<file path="src/rtl/eq_stream_cmp.sv">
// eq_stream_cmp: compares two pixel output streams (ILA model and HLS target)
// beat by beat in arrival order. Each side has its own FIFO, so the two
// producers may run skewed in time.
// Ports:
//   clk, rst            - clock, asynchronous active-high reset
//   ila_TDATA/TVALID/TREADY, hls_TDATA/TVALID/TREADY - stream sinks
//   cmp_cnt, err_cnt    - pairs compared, mismatching pairs (saturating)
//   mismatch, mismatch_idx, mismatch_ila, mismatch_hls - first-mismatch capture
//   done, overrun       - TOTAL pairs compared, beat offered after done
module eq_stream_cmp #(
  parameter int unsigned DATA_WIDTH = 8,
  parameter int unsigned DEPTH      = 16,
  parameter int unsigned CNT_WIDTH  = 32,
  parameter int unsigned TOTAL      = 1024
) (
  input  logic                  clk,
  input  logic                  rst,
  input  logic [DATA_WIDTH-1:0] ila_TDATA,
  input  logic                  ila_TVALID,
  output logic                  ila_TREADY,
  input  logic [DATA_WIDTH-1:0] hls_TDATA,
  input  logic                  hls_TVALID,
  output logic                  hls_TREADY,
  output logic [CNT_WIDTH-1:0]  cmp_cnt,
  output logic [CNT_WIDTH-1:0]  err_cnt,
  output logic                  mismatch,
  output logic [CNT_WIDTH-1:0]  mismatch_idx,
  output logic [DATA_WIDTH-1:0] mismatch_ila,
  output logic [DATA_WIDTH-1:0] mismatch_hls,
  output logic                  done,
  output logic                  overrun
);

  localparam int unsigned AW = $clog2(DEPTH);
  localparam int unsigned PW = AW + 1;
  localparam logic [CNT_WIDTH-1:0] TOTAL_C = CNT_WIDTH'(TOTAL);

  localparam logic [0:0] ST_RUN  = 1'b0;
  localparam logic [0:0] ST_DONE = 1'b1;

  logic [0:0] state_q, state_d;
  // Low while rst is high and until the first edge after release.
  logic       live_q;

  logic [DATA_WIDTH-1:0] ila_mem_q [DEPTH];
  logic [DATA_WIDTH-1:0] hls_mem_q [DEPTH];
  logic [PW-1:0] ila_wr_q, ila_wr_d, ila_rd_q, ila_rd_d;
  logic [PW-1:0] hls_wr_q, hls_wr_d, hls_rd_q, hls_rd_d;

  logic ila_full_c, ila_empty_c, hls_full_c, hls_empty_c;
  logic ila_push_c, hls_push_c, pop_c, room_c;
  logic [CNT_WIDTH:0] ahead_c;

  logic                  pair_vld_q, pair_vld_d;
  logic [DATA_WIDTH-1:0] pair_ila_q, pair_ila_d, pair_hls_q, pair_hls_d;

  logic [CNT_WIDTH-1:0]  cmp_cnt_q, cmp_cnt_d, err_cnt_q, err_cnt_d;
  logic                  mismatch_q, mismatch_d, overrun_q, overrun_d;
  logic [CNT_WIDTH-1:0]  mis_idx_q, mis_idx_d;
  logic [DATA_WIDTH-1:0] mis_ila_q, mis_ila_d, mis_hls_q, mis_hls_d;

  // FIFO status: full when wrap bits differ and indices match.
  assign ila_empty_c = (ila_wr_q == ila_rd_q);
  assign hls_empty_c = (hls_wr_q == hls_rd_q);
  assign ila_full_c  = (ila_wr_q[AW] != ila_rd_q[AW]) &&
                       (ila_wr_q[AW-1:0] == ila_rd_q[AW-1:0]);
  assign hls_full_c  = (hls_wr_q[AW] != hls_rd_q[AW]) &&
                       (hls_wr_q[AW-1:0] == hls_rd_q[AW-1:0]);

  // Ready depends on registered state only, never on TVALID.
  assign ila_TREADY = live_q & ~ila_full_c & (state_q == ST_RUN);
  assign hls_TREADY = live_q & ~hls_full_c & (state_q == ST_RUN);

  assign ila_push_c = ila_TVALID & ila_TREADY;
  assign hls_push_c = hls_TVALID & hls_TREADY;

  // Stop popping once compared plus in-flight pairs reach TOTAL.
  assign ahead_c = {1'b0, cmp_cnt_q} + (CNT_WIDTH+1)'(pair_vld_q);
  assign room_c  = ahead_c < {1'b0, TOTAL_C};
  assign pop_c   = (state_q == ST_RUN) & ~ila_empty_c & ~hls_empty_c & room_c;

  // FIFO storage, no reset needed: pointers define validity.
  always_ff @(posedge clk) begin
    if (ila_push_c) ila_mem_q[ila_wr_q[AW-1:0]] <= ila_TDATA;
    if (hls_push_c) hls_mem_q[hls_wr_q[AW-1:0]] <= hls_TDATA;
  end

  // Next-state logic: pointers, pop stage, compare stage, FSM.
  always_comb begin
    state_d    = state_q;
    ila_wr_d   = ila_wr_q;
    ila_rd_d   = ila_rd_q;
    hls_wr_d   = hls_wr_q;
    hls_rd_d   = hls_rd_q;
    pair_vld_d = pop_c;
    pair_ila_d = pair_ila_q;
    pair_hls_d = pair_hls_q;
    cmp_cnt_d  = cmp_cnt_q;
    err_cnt_d  = err_cnt_q;
    mismatch_d = mismatch_q;
    mis_idx_d  = mis_idx_q;
    mis_ila_d  = mis_ila_q;
    mis_hls_d  = mis_hls_q;
    overrun_d  = overrun_q;

    if (ila_push_c) ila_wr_d = ila_wr_q + PW'(1);
    if (hls_push_c) hls_wr_d = hls_wr_q + PW'(1);

    if (pop_c) begin
      ila_rd_d   = ila_rd_q + PW'(1);
      hls_rd_d   = hls_rd_q + PW'(1);
      pair_ila_d = ila_mem_q[ila_rd_q[AW-1:0]];
      pair_hls_d = hls_mem_q[hls_rd_q[AW-1:0]];
    end

    if (pair_vld_q) begin
      cmp_cnt_d = cmp_cnt_q + CNT_WIDTH'(1);
      if (pair_ila_q != pair_hls_q) begin
        if (err_cnt_q != '1) err_cnt_d = err_cnt_q + CNT_WIDTH'(1);
        // Only the first mismatch is captured; index is pre-increment count.
        if (!mismatch_q) begin
          mismatch_d = 1'b1;
          mis_idx_d  = cmp_cnt_q;
          mis_ila_d  = pair_ila_q;
          mis_hls_d  = pair_hls_q;
        end
      end
      if ((state_q == ST_RUN) && (cmp_cnt_d == TOTAL_C)) state_d = ST_DONE;
    end

    if ((state_q == ST_DONE) && (ila_TVALID || hls_TVALID)) overrun_d = 1'b1;
  end

  // State and datapath registers.
  always_ff @(posedge clk or posedge rst) begin
    if (rst) begin
      state_q    <= ST_RUN;
      live_q     <= 1'b0;
      ila_wr_q   <= '0;
      ila_rd_q   <= '0;
      hls_wr_q   <= '0;
      hls_rd_q   <= '0;
      pair_vld_q <= 1'b0;
      pair_ila_q <= '0;
      pair_hls_q <= '0;
      cmp_cnt_q  <= '0;
      err_cnt_q  <= '0;
      mismatch_q <= 1'b0;
      mis_idx_q  <= '0;
      mis_ila_q  <= '0;
      mis_hls_q  <= '0;
      overrun_q  <= 1'b0;
    end else begin
      state_q    <= state_d;
      live_q     <= 1'b1;
      ila_wr_q   <= ila_wr_d;
      ila_rd_q   <= ila_rd_d;
      hls_wr_q   <= hls_wr_d;
      hls_rd_q   <= hls_rd_d;
      pair_vld_q <= pair_vld_d;
      pair_ila_q <= pair_ila_d;
      pair_hls_q <= pair_hls_d;
      cmp_cnt_q  <= cmp_cnt_d;
      err_cnt_q  <= err_cnt_d;
      mismatch_q <= mismatch_d;
      mis_idx_q  <= mis_idx_d;
      mis_ila_q  <= mis_ila_d;
      mis_hls_q  <= mis_hls_d;
      overrun_q  <= overrun_d;
    end
  end

  assign cmp_cnt      = cmp_cnt_q;
  assign err_cnt      = err_cnt_q;
  assign mismatch     = mismatch_q;
  assign mismatch_idx = mis_idx_q;
  assign mismatch_ila = mis_ila_q;
  assign mismatch_hls = mis_hls_q;
  assign done         = (state_q == ST_DONE);
  assign overrun      = overrun_q;

endmodule

</file>
<file path="config.mk">
export PLATFORM = sky130hd
export DESIGN_NAME = eq_stream_cmp
export DESIGN_NICKNAME = d
export VERILOG_FILES = /design/src/rtl/eq_stream_cmp.sv
export SDC_FILE = /design/constraint.sdc
export NUM_CORES = 1
export LEC_CHECK = 0
export ABC_AREA = 1
export CAP_MARGIN = 20
export CORE_ASPECT_RATIO = 1.2
export CORE_MARGIN = 4
export CORE_UTILIZATION = 46
export CTS_BUF_LIST = sky130_fd_sc_hd__clkbuf_2
export DETAILED_ROUTE_END_ITERATION = 8
export PLACE_DENSITY = 0.65
export SETUP_SLACK_MARGIN = 0.02
export SLEW_MARGIN = 10
export SYNTH_ARGS = -nofsm -noshare
export SYNTH_HDL_FRONTEND = slang
export SYNTH_SLANG_ARGS = --single-unit
</file>
<file path="constraint.sdc">
create_clock -name clk -period 12.9 [get_ports clk]
set_input_delay 1.935 -clock clk [delete_from_list [all_inputs] [get_ports clk]]
set_output_delay 1.935 -clock clk [all_outputs]
set_load 0.01 [all_outputs]
</file>
==> impl_results.html <==
<table>
<tr><th>Metric</th><th>Value</th></tr>
<tr><th colspan="2">Placement</th></tr>
<tr><td>HPWL after detailed placement</td><td>34.0 mm</td></tr>
<tr><td># port buffers</td><td>136</td></tr>
<tr><td>Placed Area</td><td>20300 um2</td></tr>
<tr><td>Final GP Congestion</td><td>1.02</td></tr>
<tr><td>Count of placed standard cells including taps</td><td>2426</td></tr>
<tr><th colspan="2">CTS</th></tr>
<tr><td>Number of clock sinks</td><td>409</td></tr>
<tr><td>TritonCTS clock tree</td><td>built</td></tr>
<tr><td>Total of hold buffers inserted after clock tree synthesis</td><td>0</td></tr>
<tr><td>Clk Latency, worst-skew pair</td><td>1.12 ns</td></tr>
<tr><td>Root buffer cell</td><td>sky130_fd_sc_hd__clkbuf_2</td></tr>
<tr><td>CTS H-tree depth</td><td>3</td></tr>
<tr><td>Largest buffer count on any clock path</td><td>3</td></tr>
<tr><td>Reg clk slew, reported paths</td><td>0.11 ns</td></tr>
<tr><td>Clock buffer count from CTS</td><td>97</td></tr>
<tr><td>Number of gates resized after CTS</td><td>0</td></tr>
<tr><td>Count of buffers added by post-CTS timing repair for setup</td><td>0</td></tr>
<tr><th colspan="2">Detailed routing</th></tr>
<tr><td>ANT nets after route</td><td>0</td></tr>
<tr><td>Number of detailed-route iterations in the first pass</td><td>5</td></tr>
<tr><td>Total DRC errors in the routed layout</td><td>0</td></tr>
<tr><td>Number of design-rule violations left by the first detailed-router iteration</td><td>1074</td></tr>
<tr><td>Number of vias per cell after detailed routing</td><td>5.33</td></tr>
<tr><td>Mean routed wirelength per cell</td><td>18.7 um</td></tr>
<tr><td>Drt total wl</td><td>48.8 mm</td></tr>
<tr><td>DR vias</td><td>13875</td></tr>
<tr><th colspan="2">Timing</th></tr>
<tr><td>Slew margin rel.</td><td>36.5%</td></tr>
<tr><td>Worst hold margin</td><td>0.486 ns</td></tr>
<tr><td>Tmin final</td><td>5.87 ns</td></tr>
<tr><td>Setup repair after global routing missed its margin</td><td>false</td></tr>
<tr><td>Maximum achievable frequency</td><td>170 MHz</td></tr>
<tr><td>Largest clock skew in the final design</td><td>0.118 ns</td></tr>
<tr><td>Pin slew with the least headroom to its limit</td><td>0.952 ns</td></tr>
<tr><td>Final Hold Viols</td><td>0</td></tr>
<tr><td>Total setup violations reported at the end of the flow</td><td>0</td></tr>
<tr><td>Final critical-path share of the clock period</td><td>45.5%</td></tr>
<tr><td>Total Negative Setup Slacks</td><td>0 ns</td></tr>
<tr><td>Number of pins with negative max-slew slack in the final report</td><td>0</td></tr>
<tr><th colspan="2">Power and ir drop</th></tr>
<tr><td>Leakage Power</td><td>8.37 nW</td></tr>
<tr><td>Worst vdd rail ir drop</td><td>0.0893 mV</td></tr>
<tr><td>Power per cell area</td><td>172 nW/um2</td></tr>
<tr><td>Total power</td><td>3.65 mW</td></tr>
<tr><th colspan="2">Finish</th></tr>
<tr><td>Most frequent cells in the layout</td><td>sky130_fd_sc_hd__nand2_1 (384), sky130_fd_sc_hd__nor2_1 (294), sky130_fd_sc_hd__edfxtp_1 (256)</td></tr>
<tr><td>Post-synthesis to final-layout area growth</td><td>14.8%</td></tr>
<tr><td>Net count, final</td><td>2024</td></tr>
<tr><td>Most common cell after layout, fill and taps aside</td><td>sky130_fd_sc_hd__nand2_1</td></tr>
<tr><td>Final standard cell count with taps included and fillers excluded</td><td>2605</td></tr>
<tr><td>Total non-filler cell area in the finished layout</td><td>21200 um2</td></tr>
<tr><td>Share of post-route cells with drive strength above 1</td><td>10.6%</td></tr>
<tr><th colspan="2">GRT</th></tr>
<tr><td>Initial antenna violation count</td><td>1</td></tr>
<tr><td>First-pass GRT wire length</td><td>75.9 mm</td></tr>
<tr><td>Pin count of the biggest net entering global routing</td><td>95</td></tr>
<tr><td>Leftover overflow at the end of global routing</td><td>0</td></tr>
<tr><td>Global router's overall resource usage</td><td>22.6%</td></tr>
<tr><td>Via count of the first global-routing pass</td><td>13959</td></tr>
<tr><th colspan="2">Critical path</th></tr>
<tr><td>Type of the worst setup path</td><td>flop to output port</td></tr>
<tr><td>Cell mode on critical path</td><td>sky130_fd_sc_hd__nand2_1</td></tr>
<tr><td>Signal arrival time at the worst endpoint</td><td>3.94 ns</td></tr>
<tr><td>Critical-path cell list</td><td>inv_1 &gt; nand2_1 &gt; nand2_1 &gt; nor2_1 &gt; nand2_1 &gt; o21ai_0 &gt; inv_1 &gt; clkdlybuf4s50_1</td></tr>
<tr><td>Required arrival time at the worst endpoint</td><td>10.97 ns</td></tr>
<tr><td>Highest-delay cell along the critical path</td><td>sky130_fd_sc_hd__dfrtp_1</td></tr>
<tr><td>Longest individual stage delay on the worst path</td><td>0.98 ns</td></tr>
<tr><td>Kind of start point of the critical path</td><td>flop</td></tr>
<tr><td>Maximum fanout encountered on the critical timing path</td><td>37</td></tr>
<tr><td>Type of element capturing the critical path</td><td>output port</td></tr>
<tr><th colspan="2">Yosys</th></tr>
<tr><td>Average cell area after synthesis</td><td>10.2 um2</td></tr>
<tr><td>Post-synthesis sequential area ratio</td><td>62.4%</td></tr>
<tr><td>Number of enable flip-flop cells after synthesis</td><td>256</td></tr>
<tr><td>Number of synthesized register bits</td><td>409</td></tr>
<tr><td>Fraction of registers with async set or reset after synthesis</td><td>37.4%</td></tr>
<tr><td>Cell area after technology mapping</td><td>18400 um2</td></tr>
<tr><td>Count of synthesis-stage warnings from yosys</td><td>0</td></tr>
<tr><td>Distinct cells, synth</td><td>45</td></tr>
<tr><td>Post-synthesis cell count</td><td>1812</td></tr>
<tr><td>Primary flip-flop cell chosen by synthesis mapping</td><td>sky130_fd_sc_hd__edfxtp_1</td></tr>
<tr><td>Number of nets in the synthesized netlist</td><td>1844</td></tr>
<tr><th colspan="2">Hold path</th></tr>
<tr><td>Class of the worst hold path</td><td>flop to flop</td></tr>
<tr><th colspan="2">Floorplan</th></tr>
<tr><td>I/O pin count</td><td>137</td></tr>
<tr><td>Die outline width</td><td>191 um</td></tr>
<tr><td>Floorplan die area</td><td>43400 um2</td></tr>
<tr><td>DIE HEIGHT</td><td>227 um</td></tr>
<tr><td>Number of placement rows</td><td>80</td></tr>
<tr><td>CORE AREA</td><td>39700 um2</td></tr>
<tr><td>Effective utilization at floorplan</td><td>46.4%</td></tr>
<tr><th colspan="2">Job</th></tr>
<tr><td>Max-cap violation count</td><td>0</td></tr>
<tr><th colspan="2">Outcome</th></tr>
<tr><td>Outcome</td><td>finished clean</td></tr>
</table>
==> registers in the layout (all words and copies together), names as in the netlist <==
| signal | count |
|---|---|
| cmp_cnt | 32 |
| done | 1 |
| err_cnt | 32 |
| hls_mem_q | 128 |
| hls_rd_q | 5 |
| hls_wr_q | 5 |
| ila_mem_q | 128 |
| ila_rd_q | 5 |
| ila_wr_q | 5 |
| live_q | 1 |
| mismatch | 1 |
| mismatch_hls | 8 |
| mismatch_idx | 32 |
| mismatch_ila | 8 |
| overrun | 1 |
| pair_hls_q | 8 |
| pair_ila_q | 8 |
| pair_vld_q | 1 |
==> stage by stage <==
stage,utilization [%],setup WS [ns]
detailed placement,51.0,8.14
global route,53.3,6.58
floorplan,-,6.84
global placement,51.0,8.25
CTS,53.3,6.82
finish,53.3,7.03
==> logic make-up after synthesis <==
family | after synthesis | synth area share, %
compound gates | 232 | 7.43
fa+ha+maj | 12 | 0.814
mux | 31 | 1.78
simple gates | 870 | 19.9
flops | 409 | 62.4
xor+xnor | 83 | 3.94
other cells | 1 | 0.0203
buf+inv | 174 | 3.64
==> power breakdown <==
part           internal, mW  switching (mW)  total (mW)
logic                 0.389           0.777        1.17
clock network         0.310           0.515       0.825
registers              1.52           0.132        1.66
total                  2.22            1.42        3.65
==> path summary, 6_finish.rpt <==
| kind | from | end | slack [ns] | cells past startpoint |
|---|---|---|---|---|
| min in group asynchronous | rst | cmp_cnt[19] | 1.41 | 2 |
| min | mismatch_idx[18] | mismatch_idx[18] | 0.49 | 2 |
| min reg2reg | mismatch_idx[18] | mismatch_idx[18] | 0.49 | 2 |
| max | hls_rd_q[1] | hls_TREADY | 7.03 | 8 |
| max reg2reg | hls_rd_q[1] | hls_mem_q[15][1] | 9.17 | 11 |
| max in group asynchronous | rst | mismatch_ila[6] | 10.15 | 3 |
==> Yosys cell counts, types with 15 or more instances <==
cell type	instances	area share (%)
sky130_fd_sc_hd__nand2_1	385	7.8
sky130_fd_sc_hd__nor2_1	294	6.0
sky130_fd_sc_hd__edfxtp_1	256	42
sky130_fd_sc_hd__o21ai_0	160	4.3
sky130_fd_sc_hd__dfrtp_1	153	21
sky130_fd_sc_hd__nand3_1	111	3.0
sky130_fd_sc_hd__inv_1	103	2.1
sky130_fd_sc_hd__xor2_1	67	3.2
sky130_fd_sc_hd__clkbuf_1	52	1.1
sky130_fd_sc_hd__o221ai_1	32	1.5
sky130_fd_sc_hd__nand4_1	28	0.95
sky130_fd_sc_hd__mux2i_1	16	0.87
sky130_fd_sc_hd__o22ai_1	16	0.54
sky130_fd_sc_hd__o32ai_1	16	0.76
sky130_fd_sc_hd__xnor2_1	16	0.76
sky130_fd_sc_hd__mux2_2	15	0.92
==> final cells by class <==
| type | count | area [um2] |
|---|---|---|
| well taps | 533 | 667 |
| repair buffers | 144 | 1420 |
| fillers | 3636 | 18600 |
| clock inverters | 29 | 139 |
| clock buffers | 148 | 741 |
| multi-input cells | 1229 | 6260 |
| diodes | 2 | 5.00 |
| inverters | 111 | 422 |
| flip-flops and latches | 409 | 11500 |
==> per-layer routing <==
metal / wire, um / global-route usage (%)
met1: 20300 / 29.2
met2: 23600 / 37.3
met3: 3050 / 4.06
met4: 1820 / 10.6
met5: 0 / 0
==> worst max-delay path, delay by kind of cell, from the launching register on <==
family / cells / cell delay, ns
and+or+nand+nor: 4 / 0.44
DFF: 1 / 0.98
buffers and inverters: 3 / 1.23
AOI/OAI and AO/OA: 1 / 0.14
Power figures use the tool's default switching activity.
